<file path="config.mk">
export PLATFORM = sky130hd
export DESIGN_NAME = regfile_wb_scheduler_flat
export DESIGN_NICKNAME = d
export VERILOG_FILES = /design/src/rtl/regfile_wb_scheduler_if.sv /design/src/rtl/regfile_wb_scheduler.sv /design/src/flat_wrapper.sv
export SDC_FILE = /design/constraint.sdc
export NUM_CORES = 1
export LEC_CHECK = 0
export ABC_AREA = 1
export BUFFER_PORTS_ARGS = -buffer_cell sky130_fd_sc_hd__buf_2
export CAP_MARGIN = 10
export CORE_UTILIZATION = 50
export CTS_CLUSTER_DIAMETER = 120
export DETAILED_ROUTE_END_ITERATION = 8
export GPL_TIMING_DRIVEN = 0
export MAX_ROUTING_LAYER = met4
export PLACE_DENSITY = 0.84
export SLEW_MARGIN = 20
export SYNTH_ARGS = -nofsm -noshare
export SYNTH_HDL_FRONTEND = slang
export SYNTH_SLANG_ARGS = --single-unit
</file>
<file path="constraint.sdc">
create_clock -name clk_i -period 3.1 [get_ports clk_i]
set_input_delay 0.465 -clock clk_i [delete_from_list [all_inputs] [get_ports clk_i]]
set_output_delay 0.465 -clock clk_i [all_outputs]
set_load 0.05 [all_outputs]
</file>
<file path="src/rtl/regfile_wb_scheduler_if.sv">
// rtl/regfile_wb_scheduler_if.sv - writeback request, scoreboard and register-file write bundle (REGFILE_WB_FWD_EN adds forwarding)
`timescale 1ns/1ps
interface regfile_wb_scheduler_if #(
    parameter int XLEN = 64,
    parameter int REGW = 5
);
    logic            alu_valid;
    logic [REGW-1:0] alu_rd;
    logic [XLEN-1:0] alu_data;
    logic            alu_ready;
    logic            mem_valid;
    logic [REGW-1:0] mem_rd;
    logic [XLEN-1:0] mem_data;
    logic            mem_ready;
    logic            issue_valid;
    logic [REGW-1:0] issue_rd;
    logic            flush;
    logic [REGW-1:0] chk_rs1;
    logic [REGW-1:0] chk_rs2;
    logic            rs1_busy;
    logic            rs2_busy;
    logic            rf_wr_en;
    logic [REGW-1:0] rf_destn_reg;
    logic [XLEN-1:0] rf_destn_data;
`ifdef REGFILE_WB_FWD_EN
    logic            fwd_rs1_hit;
    logic            fwd_rs2_hit;
    logic [XLEN-1:0] fwd_rs1_data;
    logic [XLEN-1:0] fwd_rs2_data;
`endif

    modport master (
        output alu_valid, alu_rd, alu_data, mem_valid, mem_rd, mem_data,
        output issue_valid, issue_rd, flush, chk_rs1, chk_rs2,
        input  alu_ready, mem_ready, rs1_busy, rs2_busy,
        input  rf_wr_en, rf_destn_reg, rf_destn_data
`ifdef REGFILE_WB_FWD_EN
        , input fwd_rs1_hit, fwd_rs2_hit, fwd_rs1_data, fwd_rs2_data
`endif
    );

    modport slave (
        input  alu_valid, alu_rd, alu_data, mem_valid, mem_rd, mem_data,
        input  issue_valid, issue_rd, flush, chk_rs1, chk_rs2,
        output alu_ready, mem_ready, rs1_busy, rs2_busy,
        output rf_wr_en, rf_destn_reg, rf_destn_data
`ifdef REGFILE_WB_FWD_EN
        , output fwd_rs1_hit, fwd_rs2_hit, fwd_rs1_data, fwd_rs2_data
`endif
    );
endinterface

</file>
<file path="src/rtl/regfile_wb_scheduler.sv">
// rtl/regfile_wb_scheduler.sv - round-robin ALU/MEM writeback arbiter with RAW scoreboard (optional REGFILE_WB_FWD_EN)
`timescale 1ns/1ps
module regfile_wb_scheduler #(
    parameter int XLEN = 64,
    parameter int NREG = 32,
    parameter int REGW = 5
) (
    input  logic                  clk_i,
    input  logic                  reset_i,
    regfile_wb_scheduler_if.slave bus
);
    typedef enum logic {RR_ALU = 1'b0, RR_MEM = 1'b1} rr_e;

    rr_e             rr_last_q, rr_last_d;
    logic            alu_grant, mem_grant, acc;
    logic [REGW-1:0] acc_rd;
    logic [XLEN-1:0] acc_data;
    logic            wen_q, wen_d;
    logic [REGW-1:0] reg_q, reg_d;
    logic [XLEN-1:0] data_q, data_d;
    logic [NREG-1:0] busy_q, busy_d;
    logic            rs1_stage, rs2_stage;

    // Nothing is granted while reset is held, so no request is lost to the reset.
    always_comb begin
        alu_grant = 1'b0;
        mem_grant = 1'b0;
        rr_last_d = rr_last_q;
        if (reset_i) begin
            if (bus.alu_valid && (!bus.mem_valid || rr_last_q == RR_MEM))
                alu_grant = 1'b1;
            else if (bus.mem_valid)
                mem_grant = 1'b1;
        end
        if (alu_grant)
            rr_last_d = RR_ALU;
        else if (mem_grant)
            rr_last_d = RR_MEM;
    end

    assign acc      = alu_grant | mem_grant;
    assign acc_rd   = alu_grant ? bus.alu_rd : bus.mem_rd;
    assign acc_data = alu_grant ? bus.alu_data : bus.mem_data;

    always_comb begin
        wen_d  = acc && (acc_rd != '0);
        reg_d  = acc ? acc_rd : reg_q;
        data_d = acc ? acc_data : data_q;
    end

    // Issue is applied after the writeback clear so a newer producer keeps the register busy.
    always_comb begin
        busy_d = busy_q;
        if (acc)
            busy_d[acc_rd] = 1'b0;
        if (bus.flush)
            busy_d = '0;
        else if (bus.issue_valid)
            busy_d[bus.issue_rd] = 1'b1;
        busy_d[0] = 1'b0;
    end

    always_ff @(posedge clk_i) begin
        if (!reset_i) begin
            rr_last_q <= RR_MEM;
            wen_q     <= 1'b0;
            reg_q     <= '0;
            data_q    <= '0;
            busy_q    <= '0;
        end else begin
            rr_last_q <= rr_last_d;
            wen_q     <= wen_d;
            reg_q     <= reg_d;
            data_q    <= data_d;
            busy_q    <= busy_d;
        end
    end

    assign bus.alu_ready     = alu_grant;
    assign bus.mem_ready     = mem_grant;
    assign bus.rf_wr_en      = wen_q;
    assign bus.rf_destn_reg  = reg_q;
    assign bus.rf_destn_data = data_q;

    assign rs1_stage = wen_q && (reg_q == bus.chk_rs1) && (bus.chk_rs1 != '0);
    assign rs2_stage = wen_q && (reg_q == bus.chk_rs2) && (bus.chk_rs2 != '0);

`ifdef REGFILE_WB_FWD_EN
    assign bus.rs1_busy     = busy_q[bus.chk_rs1];
    assign bus.rs2_busy     = busy_q[bus.chk_rs2];
    assign bus.fwd_rs1_hit  = rs1_stage;
    assign bus.fwd_rs2_hit  = rs2_stage;
    assign bus.fwd_rs1_data = rs1_stage ? data_q : '0;
    assign bus.fwd_rs2_data = rs2_stage ? data_q : '0;
`else
    // The register being written this cycle is not yet readable from the file.
    assign bus.rs1_busy = busy_q[bus.chk_rs1] | rs1_stage;
    assign bus.rs2_busy = busy_q[bus.chk_rs2] | rs2_stage;
`endif
endmodule

</file>
<file path="src/flat_wrapper.sv">
// flat-port wrapper written by rule: the top's interface ports become plain ports
module regfile_wb_scheduler_flat 
#(
    parameter int XLEN = 64,
    parameter int NREG = 32,
    parameter int REGW = 5
)
  (clk_i, reset_i, bus_alu_valid, bus_alu_rd, bus_alu_data, bus_mem_valid, bus_mem_rd, bus_mem_data, bus_issue_valid, bus_issue_rd, bus_flush, bus_chk_rs1, bus_chk_rs2, bus_alu_ready, bus_mem_ready, bus_rs1_busy, bus_rs2_busy, bus_rf_wr_en, bus_rf_destn_reg, bus_rf_destn_data);
  regfile_wb_scheduler_if #(.XLEN(XLEN), .REGW(REGW)) bus_i ();
  input  logic clk_i;
  input  logic reset_i;
  input wire logic [$bits(bus_i.alu_valid)-1:0] bus_alu_valid;
  input wire logic [$bits(bus_i.alu_rd)-1:0] bus_alu_rd;
  input wire logic [$bits(bus_i.alu_data)-1:0] bus_alu_data;
  input wire logic [$bits(bus_i.mem_valid)-1:0] bus_mem_valid;
  input wire logic [$bits(bus_i.mem_rd)-1:0] bus_mem_rd;
  input wire logic [$bits(bus_i.mem_data)-1:0] bus_mem_data;
  input wire logic [$bits(bus_i.issue_valid)-1:0] bus_issue_valid;
  input wire logic [$bits(bus_i.issue_rd)-1:0] bus_issue_rd;
  input wire logic [$bits(bus_i.flush)-1:0] bus_flush;
  input wire logic [$bits(bus_i.chk_rs1)-1:0] bus_chk_rs1;
  input wire logic [$bits(bus_i.chk_rs2)-1:0] bus_chk_rs2;
  output wire logic [$bits(bus_i.alu_ready)-1:0] bus_alu_ready;
  output wire logic [$bits(bus_i.mem_ready)-1:0] bus_mem_ready;
  output wire logic [$bits(bus_i.rs1_busy)-1:0] bus_rs1_busy;
  output wire logic [$bits(bus_i.rs2_busy)-1:0] bus_rs2_busy;
  output wire logic [$bits(bus_i.rf_wr_en)-1:0] bus_rf_wr_en;
  output wire logic [$bits(bus_i.rf_destn_reg)-1:0] bus_rf_destn_reg;
  output wire logic [$bits(bus_i.rf_destn_data)-1:0] bus_rf_destn_data;
  assign bus_i.alu_valid = bus_alu_valid;
  assign bus_i.alu_rd = bus_alu_rd;
  assign bus_i.alu_data = bus_alu_data;
  assign bus_i.mem_valid = bus_mem_valid;
  assign bus_i.mem_rd = bus_mem_rd;
  assign bus_i.mem_data = bus_mem_data;
  assign bus_i.issue_valid = bus_issue_valid;
  assign bus_i.issue_rd = bus_issue_rd;
  assign bus_i.flush = bus_flush;
  assign bus_i.chk_rs1 = bus_chk_rs1;
  assign bus_i.chk_rs2 = bus_chk_rs2;
  assign bus_alu_ready = bus_i.alu_ready;
  assign bus_mem_ready = bus_i.mem_ready;
  assign bus_rs1_busy = bus_i.rs1_busy;
  assign bus_rs2_busy = bus_i.rs2_busy;
  assign bus_rf_wr_en = bus_i.rf_wr_en;
  assign bus_rf_destn_reg = bus_i.rf_destn_reg;
  assign bus_rf_destn_data = bus_i.rf_destn_data;
  regfile_wb_scheduler #(.XLEN(XLEN), .NREG(NREG), .REGW(REGW)) u_core (.clk_i(clk_i), .reset_i(reset_i), .bus(bus_i));
endmodule
</file>
==> Word level (Yosys, flattened, before mapping) <==
Cells that the tools add are included.
{ "op_classes": {"magnitude_cmp": 6, "n_eq_ne": 2, "n_mux": 19, "bitwise": 7, "reduce_logical": 15} }
{ "ops": {"columns": ["operator", "n"], "rows": [
  ["two-way mux 32 bit", 2],
  ["two-way mux 64 bit", 1],
  ["bitwise AND 32 bit", 1],
  ["inverter 32 bit", 1],
  ["OR 32 bit", 1],
  ["less-than comparator 5 x 6 -> 1 bit, second input constant", 4],
  ["nonzero test 5 bit", 3],
  ["two-way mux 1 bit", 11],
  ["binary-select mux 1 bit (select 5 bit)", 2],
  ["demux 1 bit (select 5 bit)", 2],
  ["== test 5 bit", 2],
  [">= comparator 5 x 1 -> 1 bit, second input constant", 2],
  ["logical AND 1 bit", 8],
  ["two-way mux 5 bit", 1],
  ["OR 1 bit", 3],
  ["nonzero test 2 bit", 1],
  ["OR reduction 2 bit", 1],
  ["zero test 1 bit", 1],
  ["logical OR 1 bit", 1],
  ["inverter 1 bit", 1]
]} }
{ "word_totals": {"reg_bits": 103, "input_bits": 159, "out_inout_bits": 74} }

==> Logic depth before layout (Yosys ltp) <==
{ "depth": {"word_depth": 15, "ltp_mapped": 11, "ltp_nobuf": 10} }

==> Worst setup path after synthesis <==
OpenSTA, ideal clock, no wires.
{ "synth_path": {"path_kind": "input port to output port", "from": "in bus_chk_rs2[1]", "to": "out bus_rs2_busy", "arrival_ps": 1552, "slack_ps": 1083, "stages": 9, "path_buffers": 1, "cell_sequence": "clkbuf_1 o21ai_0 o21ai_0 nand2_1 nand2_1 nand2_1 nand3_1 nand2_1 nand2_1"} }
{ "synth_between": {"elab_chain_len": 4, "word_cells_on_any_way": 7} }
{ "synth_rtl": {"columns": ["element", "line_no", "rtl"], "rows": [
  ["from (decl)", "flat_wrapper.sv:22", "input wire logic [$bits(bus_i.chk_rs2)-1:0] bus_chk_rs2;"],
  ["branches (longest 3 deep; another with binary-select mux 1 bit (select 5 bit))", null, null],
  ["OR 1 bit *", "regfile_wb_scheduler.sv:98", "assign bus.rs2_busy = busy_q[bus.chk_rs2] | rs2_stage;"],
  ["to (decl)", "flat_wrapper.sv:26", "output wire logic [$bits(bus_i.rs2_busy)-1:0] bus_rs2_busy;"]
]} }
Mark *: on every way between the ends. The select of a mux whose other input is x is not followed.

==> Worst setup path in the final report <==
{ "layout_path": {"from": "in bus_chk_rs1[1]", "to": "out bus_rs1_busy"} }
{ "layout_between": {"elab_chain_len": 4, "word_cells_on_any_way": 7} }
{ "layout_rtl": {"columns": ["element", "line_no", "rtl"], "rows": [
  ["from (decl)", "flat_wrapper.sv:21", "input wire logic [$bits(bus_i.chk_rs1)-1:0] bus_chk_rs1;"],
  ["branches (longest 3 deep; another with binary-select mux 1 bit (select 5 bit))", null, null],
  ["OR 1 bit *", "regfile_wb_scheduler.sv:97", "assign bus.rs1_busy = busy_q[bus.chk_rs1] | rs1_stage;"],
  ["to (decl)", "flat_wrapper.sv:25", "output wire logic [$bits(bus_i.rs1_busy)-1:0] bus_rs1_busy;"]
]} }
Marks and branches as above.

==> out/results.ini <==
[outcome]
status = finished, final reports clean

[yosys]
syn_avg_cell_area_um2 = 6.67
synth_fp_nets = 941
yosysWarnings = 0
synth_area_leader_cell = dfxtp_1
syn_inst = 782
synth_top_area_frac = 0.392
synthFlopType = dfxtp_1
synthArstFlopShare = 0
syn_area_mm2 = 0.00521
ys_ff_latch = 102
synth_edf_count = 0
yosysSeqAreaShare = 0.392
synth_area_leaders = dfxtp_1 39%, nand2_1 20%, o21ai_0 8.0%
synth.most_common_cell = nand2_1
synth_commonest_cells = 278 x nand2_1, 102 x dfxtp_1, 83 x o21ai_0
yosysUniqueCellTypes = 29

[timing]
rsz0062_at_grt = no
drv_slew = 0
fmax_ghz = 0.426
fin_crit_ps = 2350
slew_headroom = 0.317
fin_tns_setup_ps = 0
setup_viol = 0
hold_viol = 0
tightest_slew_ps = 1020
skew_ps = 8.89
period_share = 0.758

[routing]
wl_per_cell_um = 15.4
vias_per_cell = 5.47
final_antenna_net_count = 0
drt_iter0_drc = 590
via_count = 6348
drc = 0
drt-total-wl_um = 17900
first_pass_iters = 5

[clock_tree]
clock-sinks = 102
cts_resized = 0
clkTransAtPathRegs_ps = 100
clock_path_buffers = 2
root_buffer = clkbuf_8
postCtsSetupBuffers = 0
cts_hold_buf = 0
clk_latency_ps = 360
htree_levels = 3
cts_buffers = 9
cts_tree = done

[floorplanning]
start_util = 0.524
ioPinCount = 233
die_h_um = 104
rows = 36
die_area_mm2 = 0.0108
die_w_um = 104
core_mm2 = 0.00995

[global_routing]
gr-total-overflow = 0
antenna_found_initial = 1
first_global_vias = 5854
grt_usage = 0.337
grt_max_degree = 16
grt_pass1_wl_um = 28800

[worst_setup_path]
slowest_delay_ps = 440
slowest_stage = clkbuf_1
cp_data_arrival_time_ps = 1880
cp-end-kind = primary output
cp_top_family = buffers and inverters
worst-path-max-fanout = 10
crit_chain = buf_2 > clkbuf_1 > nand2_1 > nand2_1 > o2111ai_1 > nor3_1 > nand2_1 > nand3_1 > buf_2
cp.required_ps = 2630
cp_num_buf_inv = 3
path_class = input port to primary output
cpMostUsedCell = nand2_1
start_kind = input port

[hold_path]
hp-class = input port to register

[power_and_ir_drop]
netSwitchingFraction = 0.357
power.density_mw_per_mm2 = 492
seqPwrFrac = 0.435
clkPwrFrac = 0.277
combPwrFrac = 0.288
p_int_w = 0.00214
ir_drop_mv = 0.278
p_sw_w = 0.00119
p_leak_nw = 3.17

[job]
max-cap-violations = 0

[place]
place_congestion = 0.938
place_inst = 1146
portBuffers = 231
hpwl_um = 13600

[layout]
syn_to_final_growth_pct = 29.4
largest_reg_flops = 64
nets = 1183
drive_above_1_share = 0.288
fin_cells = 1161

layer usage:
| metal | routed length, µm | vias up | GRT usage |
|---|---|---|---|
| met3 | 1320 | 49 | 0.0464 |
| met4 | 660 | 0 | 0.143 |
| met2 | 8270 | 324 | 0.530 |
| li1 | - | 3105 | - |
| met1 | 7650 | 2870 | 0.434 |
| met5 | 0 | - | - |
path summary, 6_finish.rpt:
check / slack, ps / start / cells after the start / endpoint
setup / recovery: 750 / bus_chk_rs1[1] / 9 / bus_rs1_busy
hold / removal: 350 / bus_mem_data[9] / 3 / u_core.bus.rf_destn_data[9]
setup reg to reg: 1400 / u_core.rr_last_q / 11 / u_core.busy_q[2]
hold reg to reg: 470 / u_core.busy_q[9] / 2 / u_core.busy_q[9]
cell type report:
type                            count  area [µm²]
Buffer                             51         254
Antenna cell                        1        2.50
Clock buffer                       10         138
Tap cell                          133         166
Fill cell                         962        3210
Inverter                           53         199
Multi-Input combinational cell    576        2720
Sequential cell                   102        2040
Clock inverter                      4        72.6
Timing Repair Buffer              231        1160
logic make-up after synthesis:
family	Yosys count	synth area share
xor+xnor	1	0.00168
flops	102	0.392
simple gates	357	0.285
compound gates	218	0.235
buf+inv	104	0.0869
worst min-delay path, delay by kind of cell:
family                 cells  cell delay, ps
buffers and inverters      1              90
AOI/OAI and AO/OA          1              70
and+or+nand+nor            1              50
through the flow:
stage | power [W] | hold WS (ps) | setup WS (ps) | instance area (µm²) | util
6_report | 0.00332 | 348 | 751 | 6750 | 0.678
4_1_cts | 0.00332 | 342 | 770 | 6750 | 0.678
3_5_place_dp | 0.00242 | 456 | 783 | 6540 | 0.657
3_3_place_gp | 0.00241 | 449 | 761 | 6540 | 0.657
2_1_floorplan | 0.00211 | 439 | 1080 | 5210 | -
5_1_grt | 0.00346 | 343 | 514 | 6750 | 0.678
power groups by stage:
stage / clock network [W] / registers [W] / logic (W)
global route: 0.000977 / 0.00146 / 0.00103
CTS: 0.000922 / 0.00145 / 0.000949
detailed placement: 0 / 0.00147 / 0.000947
floorplan: 0 / 0.00176 / 0.000348
finish: 0.000920 / 0.00145 / 0.000956
global placement: 0 / 0.00147 / 0.000941
cells in the final DEF (no fill, tap or decap), types with 17 or more instances in the layout:
cell	n
inv_1	47
clkbuf_1	17
nand2_1	278
a21oi_1	47
buf_2	254
dfxtp_1	102
nand3_1	28
o21ai_0	83
a31oi_1	65
nor2_1	17
Note: power is estimated with default switching activity, not from simulation.
